--- config.mk ---
export PLATFORM = sky130hd
export DESIGN_NAME = corelet_ctrl
export DESIGN_NICKNAME = d
export VERILOG_FILES = /design/src/rtl/corelet_ctrl.sv
export SDC_FILE = /design/constraint.sdc
export NUM_CORES = 1
export LEC_CHECK = 0
export CAP_MARGIN = 5
export CORE_MARGIN = 8
export CORE_UTILIZATION = 50
export CTS_CLUSTER_SIZE = 20
export DETAILED_ROUTE_END_ITERATION = 12
export PLACE_DENSITY_LB_ADDON = 0.08
export SETUP_SLACK_MARGIN = 0.4
export SKIP_CTS_REPAIR_TIMING = 1
export SLEW_MARGIN = 40
export SYNTH_ARGS = -nofsm -noshare
export SYNTH_HDL_FRONTEND = slang
export SYNTH_SLANG_ARGS = --single-unit
--- constraint.sdc ---
create_clock -name clk -period 3.31 [get_ports clk]
set_clock_uncertainty 0.05 [all_clocks]
set_input_delay 0.662 -clock clk [delete_from_list [all_inputs] [get_ports clk]]
set_output_delay 0.662 -clock clk [all_outputs]
set_load 0.005 [all_outputs]
--- src/rtl/corelet_ctrl.sv ---
// rtl/corelet_ctrl.sv - corelet tile sequencer; optional ACCUM pass enabled by CORELET_CTRL_ACCUM_EN
module corelet_ctrl #(
   parameter int row  = 8,
   parameter int col  = 8,
   parameter int nkij = 9,
   parameter int nact = 36
) (
   input  logic        clk,
   input  logic        reset,
   input  logic        start,
   input  logic        relu_en,
   input  logic        o_valid,
   input  logic        o_ready,
   output logic [8:0]  inst,
   output logic [10:0] xmem_addr,
   output logic        xmem_cen,
   output logic [10:0] pmem_addr,
   output logic        pmem_wen,
   output logic        pmem_cen,
   output logic        busy,
   output logic        done
);

   localparam logic [15:0] ROW_C  = 16'(row);
   localparam logic [15:0] COL_C  = 16'(col);
   localparam logic [15:0] NKIJ_C = 16'(nkij);
   localparam logic [15:0] NACT_C = 16'(nact);

   // inst bit positions
   localparam int KERNEL_LOAD = 0;
   localparam int EXECUTE     = 1;
   localparam int L0_WR       = 2;
   localparam int L0_RD       = 3;
   localparam int OFIFO_RD    = 6;
   localparam int SFP_SEL     = 7;
   localparam int RELU        = 8;

   typedef enum logic [3:0] {
      S_IDLE, S_W_LOAD, S_K_LOAD, S_K_WAIT, S_A_LOAD, S_EXEC, S_DRAIN, S_ACCUM, S_DONE
   } state_t;

   state_t      r_state, w_state_nxt;
   logic [15:0] r_cnt, w_cnt_nxt;   // per-state step counter (output index o in ACCUM)
   logic [15:0] r_sub, w_sub_nxt;   // kernel index k inside ACCUM
   logic [15:0] r_kij, w_kij_nxt;   // kernel position of the current pass
   logic        r_relu, w_relu_nxt;

   // state and counter registers; reset aborts any tile in flight
   always_ff @(posedge clk or negedge reset) begin
      if (!reset) begin
         r_state <= S_IDLE;
         r_cnt   <= '0;
         r_sub   <= '0;
         r_kij   <= '0;
         r_relu  <= 1'b0;
      end else begin
         r_state <= w_state_nxt;
         r_cnt   <= w_cnt_nxt;
         r_sub   <= w_sub_nxt;
         r_kij   <= w_kij_nxt;
         r_relu  <= w_relu_nxt;
      end
   end

   // next-state and instruction/SRAM control decode
   always_comb begin
      w_state_nxt = r_state;
      w_cnt_nxt   = r_cnt;
      w_sub_nxt   = r_sub;
      w_kij_nxt   = r_kij;
      w_relu_nxt  = r_relu;
      inst        = '0;
      xmem_addr   = '0;
      xmem_cen    = 1'b1;
      pmem_addr   = '0;
      pmem_wen    = 1'b1;
      pmem_cen    = 1'b1;
      done        = 1'b0;
      busy        = (r_state != S_IDLE);
      inst[RELU]  = busy && r_relu;

      case (r_state)
         S_IDLE: begin
            if (start) begin
               w_state_nxt = S_W_LOAD;
               w_cnt_nxt   = '0;
               w_kij_nxt   = '0;
               w_relu_nxt  = relu_en;
            end
         end
         // row weight reads; each L0 write trails its SRAM read by one cycle
         S_W_LOAD: begin
            if (r_cnt < ROW_C) begin
               xmem_cen  = 1'b0;
               xmem_addr = 11'(NACT_C + r_kij * ROW_C + r_cnt);
            end
            if (r_cnt != 16'd0) inst[L0_WR] = 1'b1;
            if (r_cnt == ROW_C) begin
               w_state_nxt = S_K_LOAD;
               w_cnt_nxt   = '0;
            end else begin
               w_cnt_nxt = r_cnt + 16'd1;
            end
         end
         S_K_LOAD: begin
            inst[L0_RD]       = 1'b1;
            inst[KERNEL_LOAD] = 1'b1;
            if (r_cnt == ROW_C - 16'd1) begin
               w_state_nxt = S_K_WAIT;
               w_cnt_nxt   = '0;
            end else begin
               w_cnt_nxt = r_cnt + 16'd1;
            end
         end
         // let the weights ripple across the columns
         S_K_WAIT: begin
            if (r_cnt == COL_C - 16'd1) begin
               w_state_nxt = S_A_LOAD;
               w_cnt_nxt   = '0;
            end else begin
               w_cnt_nxt = r_cnt + 16'd1;
            end
         end
         // activation reads, then hold idle (count parked past nact) until OFIFO has room
         S_A_LOAD: begin
            if (r_cnt < NACT_C) begin
               xmem_cen  = 1'b0;
               xmem_addr = 11'(r_cnt);
            end
            if (r_cnt != 16'd0 && r_cnt <= NACT_C) inst[L0_WR] = 1'b1;
            if (r_cnt >= NACT_C) begin
               if (o_ready) begin
                  w_state_nxt = S_EXEC;
                  w_cnt_nxt   = '0;
               end else begin
                  w_cnt_nxt = NACT_C + 16'd1;
               end
            end else begin
               w_cnt_nxt = r_cnt + 16'd1;
            end
         end
         S_EXEC: begin
            inst[L0_RD]   = 1'b1;
            inst[EXECUTE] = 1'b1;
            if (r_cnt == NACT_C - 16'd1) begin
               w_state_nxt = S_DRAIN;
               w_cnt_nxt   = '0;
            end else begin
               w_cnt_nxt = r_cnt + 16'd1;
            end
         end
         // move one OFIFO row into psum SRAM per cycle that a row is available
         S_DRAIN: begin
            if (o_valid) begin
               inst[OFIFO_RD] = 1'b1;
               pmem_cen       = 1'b0;
               pmem_wen       = 1'b0;
               pmem_addr      = 11'(r_kij * NACT_C + r_cnt);
               if (r_cnt == NACT_C - 16'd1) begin
                  w_cnt_nxt = '0;
                  if (r_kij == NKIJ_C - 16'd1) begin
`ifdef CORELET_CTRL_ACCUM_EN
                     w_state_nxt = S_ACCUM;
                     w_sub_nxt   = '0;
`else
                     w_state_nxt = S_DONE;
`endif
                  end else begin
                     w_kij_nxt   = r_kij + 16'd1;
                     w_state_nxt = S_W_LOAD;
                  end
               end else begin
                  w_cnt_nxt = r_cnt + 16'd1;
               end
            end
         end
`ifdef CORELET_CTRL_ACCUM_EN
         // per output: stream nkij partial sums into the SFP, then write the total
         S_ACCUM: begin
            inst[SFP_SEL] = 1'b1;
            pmem_cen      = 1'b0;
            if (r_sub < NKIJ_C) begin
               pmem_addr = 11'(r_sub * NACT_C + r_cnt);
               w_sub_nxt = r_sub + 16'd1;
            end else begin
               pmem_wen  = 1'b0;
               pmem_addr = 11'(NKIJ_C * NACT_C + r_cnt);
               w_sub_nxt = '0;
               if (r_cnt == NACT_C - 16'd1) begin
                  w_state_nxt = S_DONE;
                  w_cnt_nxt   = '0;
               end else begin
                  w_cnt_nxt = r_cnt + 16'd1;
               end
            end
         end
`endif
         S_DONE: begin
            done        = 1'b1;
            w_kij_nxt   = '0;
            w_state_nxt = S_IDLE;
         end
         default: begin
            w_state_nxt = S_IDLE;
         end
      endcase
   end

endmodule

Yosys cells after proc, flatten, opt, wreduce, memory -nomap -nowiden
Cells that the tools add are included.
W data, S select, Z words.
{"block": "op_classes", "reduce_logical": 13, "muxes": 42, "n_lt_le_gt_ge": 4, "n_eq_ne": 21, "n_mul": 1, "add_sub_neg": 5}
{"cell": "$mux W16", "count": 9}
{"cell": "$pmux W16 S6", "count": 1}
{"cell": "$pmux W16 S3", "count": 1}
{"cell": "$mux W11", "count": 4}
{"cell": "$mux W4", "count": 10}
{"cell": "$add A16 B1 Y16 const B", "count": 2}
{"cell": "$eq A16 B4 Y1 const B", "count": 2}
{"cell": "$pmux W4 S7", "count": 1}
{"cell": "$add A11 B11 Y11", "count": 2}
{"cell": "$pmux W11 S2", "count": 1}
{"cell": "$ne A2 B2 Y1 const B", "count": 10}
{"cell": "$eq A16 B3 Y1 const B", "count": 1}
{"cell": "$eq A16 B6 Y1 const B", "count": 1}
{"cell": "$ge A16 B6 Y1 const B", "count": 1}
{"cell": "$le A16 B6 Y1 const B", "count": 1}
{"cell": "$lt A16 B4 Y1 const B", "count": 1}
{"cell": "$lt A16 B6 Y1 const B", "count": 1}
{"cell": "$mul A16 B4 Y9 const B", "count": 1}
{"cell": "$reduce_bool A16 Y1", "count": 1}
{"cell": "$eq A4 B3 Y1 const B", "count": 3}
{"cell": "$mux W1", "count": 12}
{"cell": "$add A6 B11 Y11 const A", "count": 1}
{"cell": "$reduce_and A9 Y1", "count": 1}
{"cell": "$eq A4 B2 Y1 const B", "count": 2}
{"cell": "13 further kinds", "count": 16}
{"block": "word_totals", "input_bits": 6, "reg_bits": 37, "wordCells": 90, "out_inout_bits": 36}

Depth between registers and ports, before layout
{"block": "depth", "word_depth": 5, "depth_mapped": 11, "depth_no_buf": 11}

Worst setup path before layout
OpenSTA, ideal clock, no wires.
{"block": "synth_path", "kind": "register to output", "start": "register r_kij[4]", "end": "output port pmem_addr[10]", "required_ps": 2598, "path_buffers": 0, "slack_ps": 223, "stages_incl_launch_ff": 12, "t_arrival_ps": 2375, "cell_sequence": "dfrtp_1 > ha_1 > ha_1 > inv_1 > fa_1 > inv_1 > ha_1 > o21ai_0 > a21oi_1 > o41ai_1 > xnor2_1 > nor2_1"}
{"block": "synth_between", "elab_chain_len": 4}
{"item": "from (decl)", "line": "45", "source": "logic [15:0] r_kij, w_kij_nxt;"}
{"item": "from (signal assigned)", "line": "60", "source": "r_kij <= w_kij_nxt;"}
{"item": "$mul A16 B4 Y9", "line": "158", "source": "pmem_addr = 11'(r_kij * NACT_C + r_cnt);"}
{"item": "$add A11 B11 Y11", "line": "158"}
{"item": "$mux W11", "line": "154", "source": "if (o_valid) begin"}
{"item": "$mux W11", "line": "82", "source": "case (r_state)"}
{"item": "to (decl)", "line": "17", "source": "output logic [10:0] pmem_addr,"}
No other way between the ends.

Final worst setup path
Ends and elaborated chain as after synthesis.

==> metrics.md <==
| Metric | Value |
|---|---|
| Status | `complete, but fails checks` |
| Violated checks | `setup timing` |
| IO buf count | `38` |
| Pint | `1190 µW` |
| Synth Instances | `416` |
| Rows | `30` |
| Critical path buffers and inverters | `3` |
| Post-Syn Area | `3480 µm²` |
| CP arrival | `2670 ps` |
| Unrepaired setup endpoints after global routing | `yes` |
| Routed WL per cell | `17.2 µm` |
| Ant diodes | `0` |
| Clock tree buffer depth | `2` |
| Hold crit path type | `in -> async` |
| Most area-consuming cells after synthesis | `dfrtp_1 (27%), ha_1 (13%), nor2_1 (6.5%)` |
| Max-slew violation count | `0` |
| CP most frequent cell | `ha_4` |
| Total stage count of the critical path | `13` |
| Post-detailed-routing wire length | `9950 µm` |
| Total CTS buffers | `5` |
| Drt drc | `0` |
| CP cell instances | `ha_4, ha_4, inv_2, fa_2, xnor2_2, ha_4, buf_6, nor3_2, nor2_1, o41ai_2, xnor2_1, nor2_1, buf_2` |
| Placeable Area | `6760 µm²` |
| Drt initial violations | `144` |
| Total Routing Usage GR | `18.9%` |
| Min Clock Period, post-route | `3380 ps` |
| Hold slack | `275 ps` |
| R2R depth | `9` |
| Endpoints failing setup | `3` |
| Worst-Margin Slew | `624 ps` |
| Most used DFF post-synth | `dfrtp_1` |
| Vias per std cell | `5.83` |
| Hold Fails Final Rpt | `0` |
| Clk pwr share | `16.8%` |
| Yosys top cell by area | `dfrtp_1` |
| Sw power | `900 µW` |
| Crit path largest cell delay | `430 ps` |
| CP endpoint kind | `output pin` |
| CP max-delay cell | `dfrtp_2` |
| Switching share of power | `43.1%` |
| Yosys reg bits | `37` |
| First-pass GRT wire length | `15200 µm` |
| CP top delay family | `adder cells` |
| Max H-tree Level | `2` |
| Final worst slack | `-72.1 ps` |
| VDD IR max | `566 µV` |
| Via count | `3372` |
| Number of synthesized flops with an enable pin | `0` |
| First drt pass iteration count | `4` |
| Max Freq | `296 MHz` |
| Relative slew slack | `58.0%` |
| CTS sink cnt | `37` |
| Period utilization | `102%` |
| Yosys warns | `0` |
| R2r startpoint | `r_cnt[6]` |
| Crit Path Class | `reg -> out` |
| Part of the Yosys area used for sequential elements | `26.6%` |
| Post-synth top area share | `26.6%` |
| Die ar. | `9890 µm²` |
| HPWL Detailed | `6990 µm` |
| Combinational fraction of design power | `57.0%` |
| Skew-Pair Late Insertion Delay | `300 ps` |
| Max-cap viol count | `0` |
| Count of different cell masters after synthesis | `61` |
| Syn avg cell area | `8.37 µm²` |
| Vias in the first global route | `3150` |
| Pin count of the biggest net entering global routing | `38` |
| Crit path from | `r_kij[4]` |
| Commonest cells in the synthesized netlist | `nor2_1 (60), dfrtp_1 (37), ha_1 (35), nand2_1 (35), xnor2_1 (22)` |
| Die width | `99.5 µm` |
| Root buffer cell | `clkbuf_8` |
| RR Endpoint | `r_state[2]` |
| Post-DRT Antenna Nets | `0` |
| Total gr overflow | `0` |
| Reg power frac | `26.3%` |
| Fillers | `562` |
| Num ports | `42` |
| Nature of the critical path startpoint | `register` |
| PnR Total Power | `2090 µW` |
| Count leader, synth | `nor2_1` |
| CP required | `2600 ps` |
| P per Cell Area | `444 nW/µm²` |
| Area Overhead vs Synth | `35.0%` |
| Pleak | `0.00240 µW` |
| DIE HEIGHT | `99.5 µm` |
| Layout net count | `541` |
| Clock slew at reported path FFs | `90 ps` |
| Setup TNS | `-156 ps` |
| Layout cells sized above 1 | `29.3%` |
| Initial antenna violation count | `0` |
| Share of flip-flops with an asynchronous set or reset | `100%` |
| Critical Path Fanout Max | `3` |
| Starting density of the core | `51.6%` |
| Worst Setup EP | `pmem_addr[10]` |
| CTS tree | `yes` |
| Routability Congestion | `0.865` |
| Flop-to-flop setup slack | `460 ps` |
[cell type report]
class | count | area (µm²) | area share, %
flip-flops and latches | 37 | 930 | 19.8
inverters | 21 | 81.3 | 1.73
repair buffers | 92 | 806 | 17.1
well taps | 80 | 100 | 2.13
clock buffers | 6 | 82.6 | 1.76
multi-input cells | 340 | 2690 | 57.2
clock inverters | 2 | 13.8 | 0.293
[worst reg2reg max path, cell delays in order (launching register included)]
cell     delay (ps)
dfrtp_2         420
buf_6           130
or4_4           560
buf_6           160
nor4_4          230
buf_4           180
o22a_4          150
nand3_1          90
or3_4           400
a221o_1         350
[per-stage QoR]
| step | cells | setup WS [ps] | utilization (%) | cell area, µm² |
|---|---|---|---|---|
| 3_5_place_dp | 551 | -231 | 61.5 | 4160 |
| 5_1_grt | 578 | -205 | 69.6 | 4700 |
| 2_1_floorplan | 418 | 309 | - | 3540 |
| 4_1_cts | 559 | -580 | 63.0 | 4250 |
| 3_3_place_gp | 551 | -150 | 61.5 | 4160 |
| 6_report | 578 | -72.1 | 69.6 | 4700 |
[power groups by stage]
stage,logic (µW),registers [µW],clock network (µW)
detailed placement,1040,549,0
floorplan,678,536,0
global route,1310,557,374
global placement,1040,548,0
CTS,1050,539,351
finish,1190,549,350
[registers in the layout (all words and copies together) (netlist names)]
| signal | count |
|---|---|
| r_cnt | 16 |
| r_kij | 16 |
| r_state | 4 |
| r_relu | 1 |
[layout by cell type, fill, tap and decap left out, drive strengths merged, types with 8 or more instances in the layout]
master / count
o21ai: 15
nand4: 10
nor3: 19
buf: 63
dfrtp: 37
dlymetal6s2s: 16
nand3: 11
ha: 35
inv: 21
nand2: 35
or4: 8
and3: 9
nor4: 9
nor2: 60
xor2: 19
a21oi: 14
clkdlybuf4s50: 10
xnor2: 22
clkbuf: 9
[worst min-delay path by stage]
stage	startpoint	end
floorplan	reset	r_cnt[0]
global placement	r_relu	r_relu
detailed placement	r_relu	r_relu
CTS	reset	r_cnt[10]
global route	reset	r_cnt[9]
finish	reset	r_state[1]
[per-layer routing]
layer / part of all wire, % / GRT usage [%] / vias to the layer above
li1: - / - / 1634
met1: 44 / 23.2 / 1651
met2: 50 / 33.1 / 74
met5: 0 / 0 / -
met3: 3.7 / 3.70 / 13
met4: 1.5 / 4.19 / 0
[kinds of logic after synthesis]
| group | after synthesis | synth area share (%) |
|---|---|---|
| xor gates and xnor gates | 41 | 10.3 |
| DFF | 37 | 26.6 |
| muxes | 2 | 0.647 |
| other | 1 | 0.108 |
| buffers and inverters | 41 | 5.93 |
| adders and majority gates | 38 | 14.3 |
| and+or+nand+nor | 192 | 29.1 |
| AOI/OAI and AO/OA | 64 | 13.1 |
No activity file was read; power rests on OpenSTA's default activity.
